[src/rtl/dmem_arb_pkg.sv]
// Shared types and defaults for the data-memory arbiter.
// State encoding plus default address/data widths and memory size.
package dmem_arb_pkg;

    typedef enum logic [1:0] {
        IDLE   = 2'b00,
        ACCESS = 2'b01,
        RESP   = 2'b10
    } state_t;

    localparam int AW_DEF        = 32;
    localparam int DW_DEF        = 32;
    localparam int MEM_BYTES_DEF = 1024;

endpackage

[src/rtl/dmem_arb_rr_pick2.sv]
// Two-way round-robin pick: one-hot grant, favouring the port not
// granted last when both request.
module rr_pick2 (
    input  logic [1:0] req,
    input  logic       last,
    output logic [1:0] grant,
    output logic       valid
);

    always_comb begin
        grant = req;
        if (req == 2'b11) begin
            grant = last ? 2'b01 : 2'b10;
        end
    end

    assign valid = |req;

endmodule

[src/rtl/dmem_arbiter.sv]
// Two-port arbiter and sequencer for a single-port data memory.
// Optional address range check: DMEM_ARB_RANGE_CHK_EN.
module dmem_arbiter
    import dmem_arb_pkg::*;
#(
    parameter int MEM_BYTES = MEM_BYTES_DEF,
    parameter int AW        = AW_DEF,
    parameter int DW        = DW_DEF
) (
    input  logic          CLK,
    input  logic          RST,
    input  logic          REQ0,
    input  logic          REQ1,
    input  logic          WE0,
    input  logic          WE1,
    input  logic [AW-1:0] ADDR0,
    input  logic [AW-1:0] ADDR1,
    input  logic [DW-1:0] WD0,
    input  logic [DW-1:0] WD1,
    output logic          ACK0,
    output logic          ACK1,
    output logic [DW-1:0] RDATA,
    output logic          ERR,
    output logic [AW-1:0] MEM_ADDR,
    output logic          MEM_RW,
    output logic [DW-1:0] MEM_WD,
    input  logic [DW-1:0] MEM_RD
);

    state_t        state_q;
    state_t        state_d;
    logic [1:0]    grant;
    logic          valid;
    logic          last_q;
    logic          sel_q;
    logic          err_q;
    logic          g_sel;
    logic          g_we;
    logic [AW-1:0] g_addr;
    logic [DW-1:0] g_wd;
    logic          bad;

    rr_pick2 u_pick (
        .req   ({REQ1, REQ0}),
        .last  (last_q),
        .grant (grant),
        .valid (valid)
    );

    assign g_sel  = grant[1];
    assign g_we   = g_sel ? WE1 : WE0;
    assign g_addr = g_sel ? ADDR1 : ADDR0;
    assign g_wd   = g_sel ? WD1 : WD0;

`ifdef DMEM_ARB_RANGE_CHK_EN
    assign bad = (g_addr >= AW'(MEM_BYTES)) || (g_addr[1:0] != 2'b00);
`else
    assign bad = 1'b0;
`endif

    always_ff @(posedge CLK) begin
        if (RST) begin
            state_q <= IDLE;
        end else begin
            state_q <= state_d;
        end
    end

    always_comb begin
        state_d = state_q;
        unique case (state_q)
            IDLE:    if (valid) state_d = ACCESS;
            ACCESS:  state_d = RESP;
            RESP:    state_d = IDLE;
            default: state_d = IDLE;
        endcase
    end

    // Memory strobe and bus come straight from flops so RW is glitch-free.
    always_ff @(posedge CLK) begin
        if (RST) begin
            MEM_ADDR <= '0;
            MEM_WD   <= '0;
            MEM_RW   <= 1'b0;
            RDATA    <= '0;
            last_q   <= 1'b1;
            sel_q    <= 1'b0;
            err_q    <= 1'b0;
        end else begin
            unique case (state_q)
                IDLE: begin
                    if (valid) begin
                        MEM_ADDR <= g_addr;
                        MEM_WD   <= g_wd;
                        MEM_RW   <= g_we & ~bad;
                        sel_q    <= g_sel;
                        last_q   <= g_sel;
                        err_q    <= bad;
                    end
                end
                ACCESS: begin
                    MEM_RW <= 1'b0;
                    RDATA  <= (MEM_RW | err_q) ? '0 : MEM_RD;
                end
                default: begin
                    MEM_RW <= 1'b0;
                end
            endcase
        end
    end

    assign ACK0 = (state_q == RESP) && !sel_q;
    assign ACK1 = (state_q == RESP) && sel_q;
    assign ERR  = (state_q == RESP) && err_q;

endmodule
[config.mk]
export PLATFORM = sky130hd
export DESIGN_NAME = dmem_arbiter
export DESIGN_NICKNAME = d
export VERILOG_FILES = /design/src/rtl/dmem_arb_pkg.sv /design/src/rtl/dmem_arb_rr_pick2.sv /design/src/rtl/dmem_arbiter.sv
export SDC_FILE = /design/constraint.sdc
export NUM_CORES = 1
export LEC_CHECK = 0
export ABC_CLOCK_PERIOD_IN_PS = 1500
export CORE_MARGIN = 3
export CORE_UTILIZATION = 38
export DETAILED_ROUTE_END_ITERATION = 6
export PLACE_DENSITY = 0.81
export SLEW_MARGIN = 20
export SYNTH_ARGS = -nofsm -noshare
export SYNTH_HDL_FRONTEND = slang
export SYNTH_SLANG_ARGS = --single-unit
[constraint.sdc]
create_clock -name CLK -period 1.5 [get_ports CLK]
set_clock_uncertainty 0.1 [all_clocks]
set_input_delay 0.3 -clock CLK [delete_from_list [all_inputs] [get_ports CLK]]
set_output_delay 0.3 -clock CLK [all_outputs]
set_load 0.03 [all_outputs]
==> impl.org <==
** Synth
- sky130_fd_sc_hd__dfxtp_1 takes more of the synthesized area than any other cell.
- After synthesis, the netlist uses 26 different library cells.
- The cell count after synthesis came out at 464.
- Area contributors post-synth :: sky130_fd_sc_hd__dfxtp_1, sky130_fd_sc_hd__a311oi_2, sky130_fd_sc_hd__nand2_1
- Counting flops with a built-in enable in the synthesized netlist gives 0.
- Top flip-flop cell by instance count after synthesis :: sky130_fd_sc_hd__dfxtp_1
- Synthesized netlist net count :: 630
- Synth warnings :: 0
- Syn avg cell area :: 9.58 sq um
- Of all flip-flops after synthesis, the portion carrying an async set or reset was 0%.
- Total of flip-flops plus latches after synthesis :: 101
- After synthesis the cells add up to between 4000 and 5000 sq um.
- Portion of the post-synthesis area used by sequential elements :: between 40% and 50%
- Share of the synthesized area in the top cell type :: 45.5%

** Power
- Internal power consumption :: 5620 uW
- Power spent charging and discharging nets :: 2670 uW
- The analysis attributes to cell leakage a power of 0.00314 uW.
- Power share of the clock group :: 29.2%
- Power density normalized to cell area :: between 1000 and 1500 nW/um^2
- In this run switching power makes up 32.3% of total power.
- Per report_power, the sequential group accounts for 37.6% of the total.
- The share of total power dissipated in combinational logic is 33.2%.
- The worst-case IR drop observed on VDD is 0.649 mV.

** Clocking
- In this run the number of H-tree levels came out at 3.
- For the worst-skew pair, the clock arrives at the later sink with an insertion delay of roughly 0.34 ns.
- In this run the clock root is driven by a sky130_fd_sc_hd__clkbuf_16.
- Buffer levels on the longest clock path :: 2
- After clock tree synthesis, the flow added hold-fix buffers numbering 0.
- The number of clock buffers added by TritonCTS is 9.
- The clock net in this run drives a total of approximately 100 sinks.
- TritonCTS built the clock tree.
- Clock-pin slew on the worst setup and hold paths :: 0.07 ns

** Timing
- Max Clk Rate :: 655 MHz
- Across all hold checks on the routed design, the worst slack comes to 0.0379 ns.
- Setup repair after global routing could not meet its margin everywhere.
- Final WS setup :: -0.0270 ns
- Final setup vio count :: 4
- Transition time at the pin with the least slew margin :: just over 0.9 ns
- Final Max Slew Viols :: 0
- Rel. slew slack :: between 30% and 40%
- Period utilisation layout :: 102%
- The worst path in the final design needs a cycle of 1.53 ns, including I/O delays and setup.
- The final hold violation count is 0.

** Cells and area
- Relative to the synthesized area, the layout overhead comes to 76.8%.
- The layout has 809 filler cells.
- Final net count :: 894
- Final core utilization :: 70.6%
- Share of layout cells above drive strength 1 :: 23.7%
- The finished layout holds ~870 standard cells, fillers aside.
- After routing the design area is ~7900 sq um.

** Placed design
- Placed instance count :: 840
- HPWL after DPL :: ~11000 microns
- Before CTS, the worst setup slack after placement is -0.510 ns.
- Number of input and output port buffers inserted :: approximately 260
- In this run the cell area measured after placement is 7320 sq um.
- Weighted congestion reported at the end of routability-driven placement :: 0.745

** Global route
- Largest net degree at the start of global routing :: 60
- The first global-routing pass estimated about 24000 microns of wire.
- Number of antenna violations at the first check in global routing :: 0
- Number of global-route vias before repair :: 4766
- Global routing consumed, over all layers together, 23.3% of the routing resources.
- Remaining global-route overflow :: 0

** Critical path
- Top cell family by delay on the critical path :: flip-flops
- Max FO, Critical Path :: 3
- Walking the worst path, the cells encountered are inv_4 > nor3b_2 > buf_4.
- For this design, the slowest cell found on the critical path is sky130_fd_sc_hd__dfxtp_4.
- Tracing the worst setup path back leads to its startpoint at state_q[1]$_SDFFE_PP0P_.
- Kind of start point of the critical path :: flip-flop
- Number of buffer and inverter instances along the worst setup path :: 2
- Stage delay of the slowest cell on the critical path :: a little under 0.4 ns
- Beginning of the worst register-to-register path :: state_q[0]$_SDFFE_PP0P_
- Data arrival at the endpoint of the critical path :: 1.13 ns
- The critical path in this run is classified as flip-flop to output port.
- Worst setup EP type :: output port
- WP data required :: 1.10 ns

** Drt
- In this run the remaining antenna-violating nets after routing total 0.
- Detailed routing placed a total of ~8900 microns of wire on met2.
- DR vias/cell :: roughly 5.4
- The final route contains 4711 vias.
- Number of detailed-route iterations in the first pass :: 5
- Routed length per instance :: 19.3 microns
- Met3 WL :: around 1400 microns
- Top layer used by detailed routing :: met4
- The detailed router finished its first iteration with 322 violations.
- # DRC :: 0
- Met1 Wirelength :: 6370 microns
- The final layout contains routed wiring with a total length of 16800 microns.

** Floorplanning
- I/O Pins :: 266
- Die footprint :: between 10000 and 15000 sq um
- Standard-cell rows :: 38
- Y dimension of the die :: approximately 110 microns
- The core region is 11100 sq um.
- Effective utilization at floorplan :: 39.9%
- The floorplan step set the die width to 114 microns.

** Flow run
- Maximum capacitance violations :: 0

** Status
- The run finished, with violations left.
- Failing checks :: negative setup slack

** Min path
- Min-delay src :: RST
- In this run the worst hold path is classified as input pin to flip-flop.
## layer usage
layer | vias to the layer above | global-route usage, %
met5 | - | 0
met4 | 0 | 6.25
met3 | 23 | 5.76
met2 | 221 | 43.7
met1 | 2243 | 26.0
li1 | 2224 | -
## layout by cell type, fill, tap and decap left out, drive strengths merged, types with 2 or more instances in the layout
cell type,instances
clkdlybuf4s15,46
bufbuf,2
dlygate4sd2,6
dfxtp,101
clkinv,2
inv,3
a22o,32
a21bo,2
clkdlybuf4s50,162
nor3b,2
clkbuf,55
buf,43
a21oi,66
nor2b,4
a311oi,64
nand2,130
## worst register-to-register path: stages (launching register included)
cell and delay (ns):
sky130_fd_sc_hd__dfxtp_2 0.33, sky130_fd_sc_hd__buf_6 0.12, sky130_fd_sc_hd__nor2_4 0.17, sky130_fd_sc_hd__buf_8 0.23
sky130_fd_sc_hd__a21oi_1 0.11, sky130_fd_sc_hd__a311oi_1 0.33
## timing repair
action                                  CTS  global route
endpoints found under the setup margin  156           116
pin swaps                                 3             4
setup buffers                             4             3
resized for setup                       148            96
cloned                                    3             7
## final timing paths
kind / slack [ns] / end / cells past startpoint
worst min register to register: 0.38 / RDATA[17]$_SDFFE_PP0N_ / 1
worst max-delay path: -0.03 / ACK1 / 3
worst min-delay path: 0.04 / state_q[1]$_SDFFE_PP0P_ / 2
worst max register to register: -0.01 / MEM_WD[4]$_SDFFE_PP0P_ / 5
## sequential cells by signal, summed over array words and instances, names as in the netlist
register  count
sel_q         1
state_q       2
MEM_ADDR     32
RDATA        32
MEM_RW        1
MEM_WD       32
last_q        1
## cell usage after synthesis, drive strengths merged (2+ instances only)
master,count
nand2,130
dfxtp,101
a21oi,66
a311oi,64
buf,39
a22o,32
clkbuf,12
nor2b,4
a21bo,2
nor3b,2
## cell type report
type	instances	area, sq um	share of cell area (%)
diodes	1	2.50	0.0319
well taps	140	175	2.23
repair buffers	304	3160	40.2
clock inverters	6	68.8	0.876
inverters	1	6.26	0.0796
multi-input cells	311	2170	27.7
flip-flops and latches	101	2030	25.9
clock buffers	10	239	3.04
## logic make-up (layout without fill, tap and decap cells)
kind of cell           count (synthesis)  count (layout)  synth area share [%]
flip-flops                           101             101                  45.5
AND/OR/NAND/NOR                      142             142                  13.0
multiplexers                           1               1                 0.225
other                                  1               2                0.0844
buffers and inverters                 52             321                  6.79
AO/OA/AOI/OAI                        167             167                  34.4
## power by group through the flow
stage | combinational, uW | clock (uW) | sequential, uW
2_1_floorplan | 901 | 0 | 3660
3_3_place_gp | 2600 | 0 | 3160
3_5_place_dp | 2650 | 0 | 3170
5_1_grt | 2890 | 2570 | 3150
6_report | 2750 | 2420 | 3120
4_1_cts | 2610 | 2460 | 3110
## per-stage QoR
stage	power (uW)	setup TNS [ns]
finish	8290	-0.0694
detailed placement	5820	-29.95
global route	8610	-0.648
CTS	8180	-0.101
global placement	5760	-26.63
floorplan	4560	0
No activity file was read; power rests on OpenSTA's default activity.
==> variant, RTL diff (config.mk and constraints unchanged) <==
The package constant `DW_DEF` goes from 32 to 48.
--- a/src/rtl/dmem_arb_pkg.sv
+++ b/src/rtl/dmem_arb_pkg.sv
@@ -9,7 +9,7 @@
     } state_t;
 
     localparam int AW_DEF        = 32;
-    localparam int DW_DEF        = 32;
+    localparam int DW_DEF        = 48;
     localparam int MEM_BYTES_DEF = 1024;
 
 endpackage
Interface: changed (5 resized); port bits go from 266 to 346. No check against the original RTL was run, so the function may have changed too.
==> variant against the unedited design <==
The flow still finishes with violations (setup timing); sequential cell count is 32 higher; sequential share of layout area is 1.5 points lower; power is 46% higher; synthesized area is 30% higher; cell area is 40% higher; die area is 29% higher; critical path depth stayed put; setup slack worse by 0.092 ns; register-to-register slack worse by 0.10 ns; wire length is 44% higher; critical path type unchanged.
==> variant: results (changes against the unedited design) <==
[cts]
clock_sinks = 133  ; +32%
clock_tree.htree_level_count = 4  ; +1

[cells_and_area]
regArea_sq_um = 2671  ; +32%
post-route-cell-area_sq_um = 10990  ; +40%
fin_nets = 1164  ; +30%
n_antenna_cell = 0  ; -1
buffers_excl_clock = 403  ; +33%
nonClockInverterCount = 3  ; +2
share_of_final_layout_standard_cells_stronger_than_drive_strength_1 = 0.3302  ; +0.09284
final-clk-cell-share = 0.05157  ; +0.01238

[power]
pwr_density_cell_nw_per_um2 = 1099  ; +4.1%
irDropWorstVdd_uv = 800.9  ; +24%
switchingPower_mw = 3.858  ; +44%
leakagePower_nw = 4.285  ; +37%

[place]
port_buffers = 344  ; +30%
detailed_place.area_sq_um = 9692  ; +32%
place_worst_setup_slack_ns = -0.4832  ; +0.02629 ns
gpl.final_weighted_congestion = 0.8306  ; +11%

[yosys]
syn-num-nets = 807  ; +28%
yosysUniqueCellTypes = 28  ; +7.7%
ys_top_cells_by_count = nand2_1, dfxtp_1, a21oi_1, a311oi_2, a22o_1

[critical_path]
cp.arrival_ns = 1.22  ; +0.09 ns
critical-path-max-stage-delay_ns = 0.34  ; -0.05 ns
r2r-end = MEM_ADDR[31]$_SDFFE_PP0P_

[timing]
number_of_endpoints_failing_setup_at_the_final_stage = 84  ; +80
max-slew-margin-rel = 0.5314  ; +0.1396
final_critical_path_setup_slack_ns = -0.1190  ; -0.09200 ns
totalNegativeSetupSlack_ns = -5.124  ; -5.055 ns
timing.hold.ws_ns = 0.2036  ; +0.1656 ns

[global_route]
first_global_vias = 6058  ; +27%
grt_max_degree = 49  ; -18%
track_usage = 0.2565  ; +0.02358
antenna_violations_before_repair = 1  ; +1

[min_path]
min_path_cells = 3  ; +1

[run_status]
failed_checks = setup timing
run_status = finished, violations left

[route]
postRouteWirelength_microns = 24190  ; +44%
vias_per_cell = 5.395  ; about the same

variant: cell count changes in the layout (fill, tap and decap cells not counted), sizes merged, moves of 26 or more:
cell           unedited run  this run
nand2                   130       161
buf                      43        92
clkdlybuf4s15            46        80
clkdlybuf4s50           162       210
clkbuf                   55        29
dfxtp                   101       133
variant: per-layer routing:
layer	up-vias	part of all wire
met5	-	0.00083
met4	2	0.028
met3	50	0.087
met2	293	0.52
met1	2943	0.36
li1	2900	-
variant: what timing repair did:
action / 4_1_cts / 5_1_grt
endpoints found under the hold margin: 1 / 0
buffers inserted: 8 / 5
setup endpoints to repair: 160 / 162
hold buffers: 1 / 0
resized for setup: 360 / 72
gates cloned: 8 / 12
pin swaps: 11 / 20
variant: cell families after synthesis:
group | after synthesis | share of synthesized area
AOI/OAI and AO/OA | 217 | 0.3577
and+or+nand+nor | 173 | 0.1173
DFF | 133 | 0.4596
buffers and inverters | 68 | 0.06285
muxes | 1 | 0.001944
other | 1 | 0.0006473
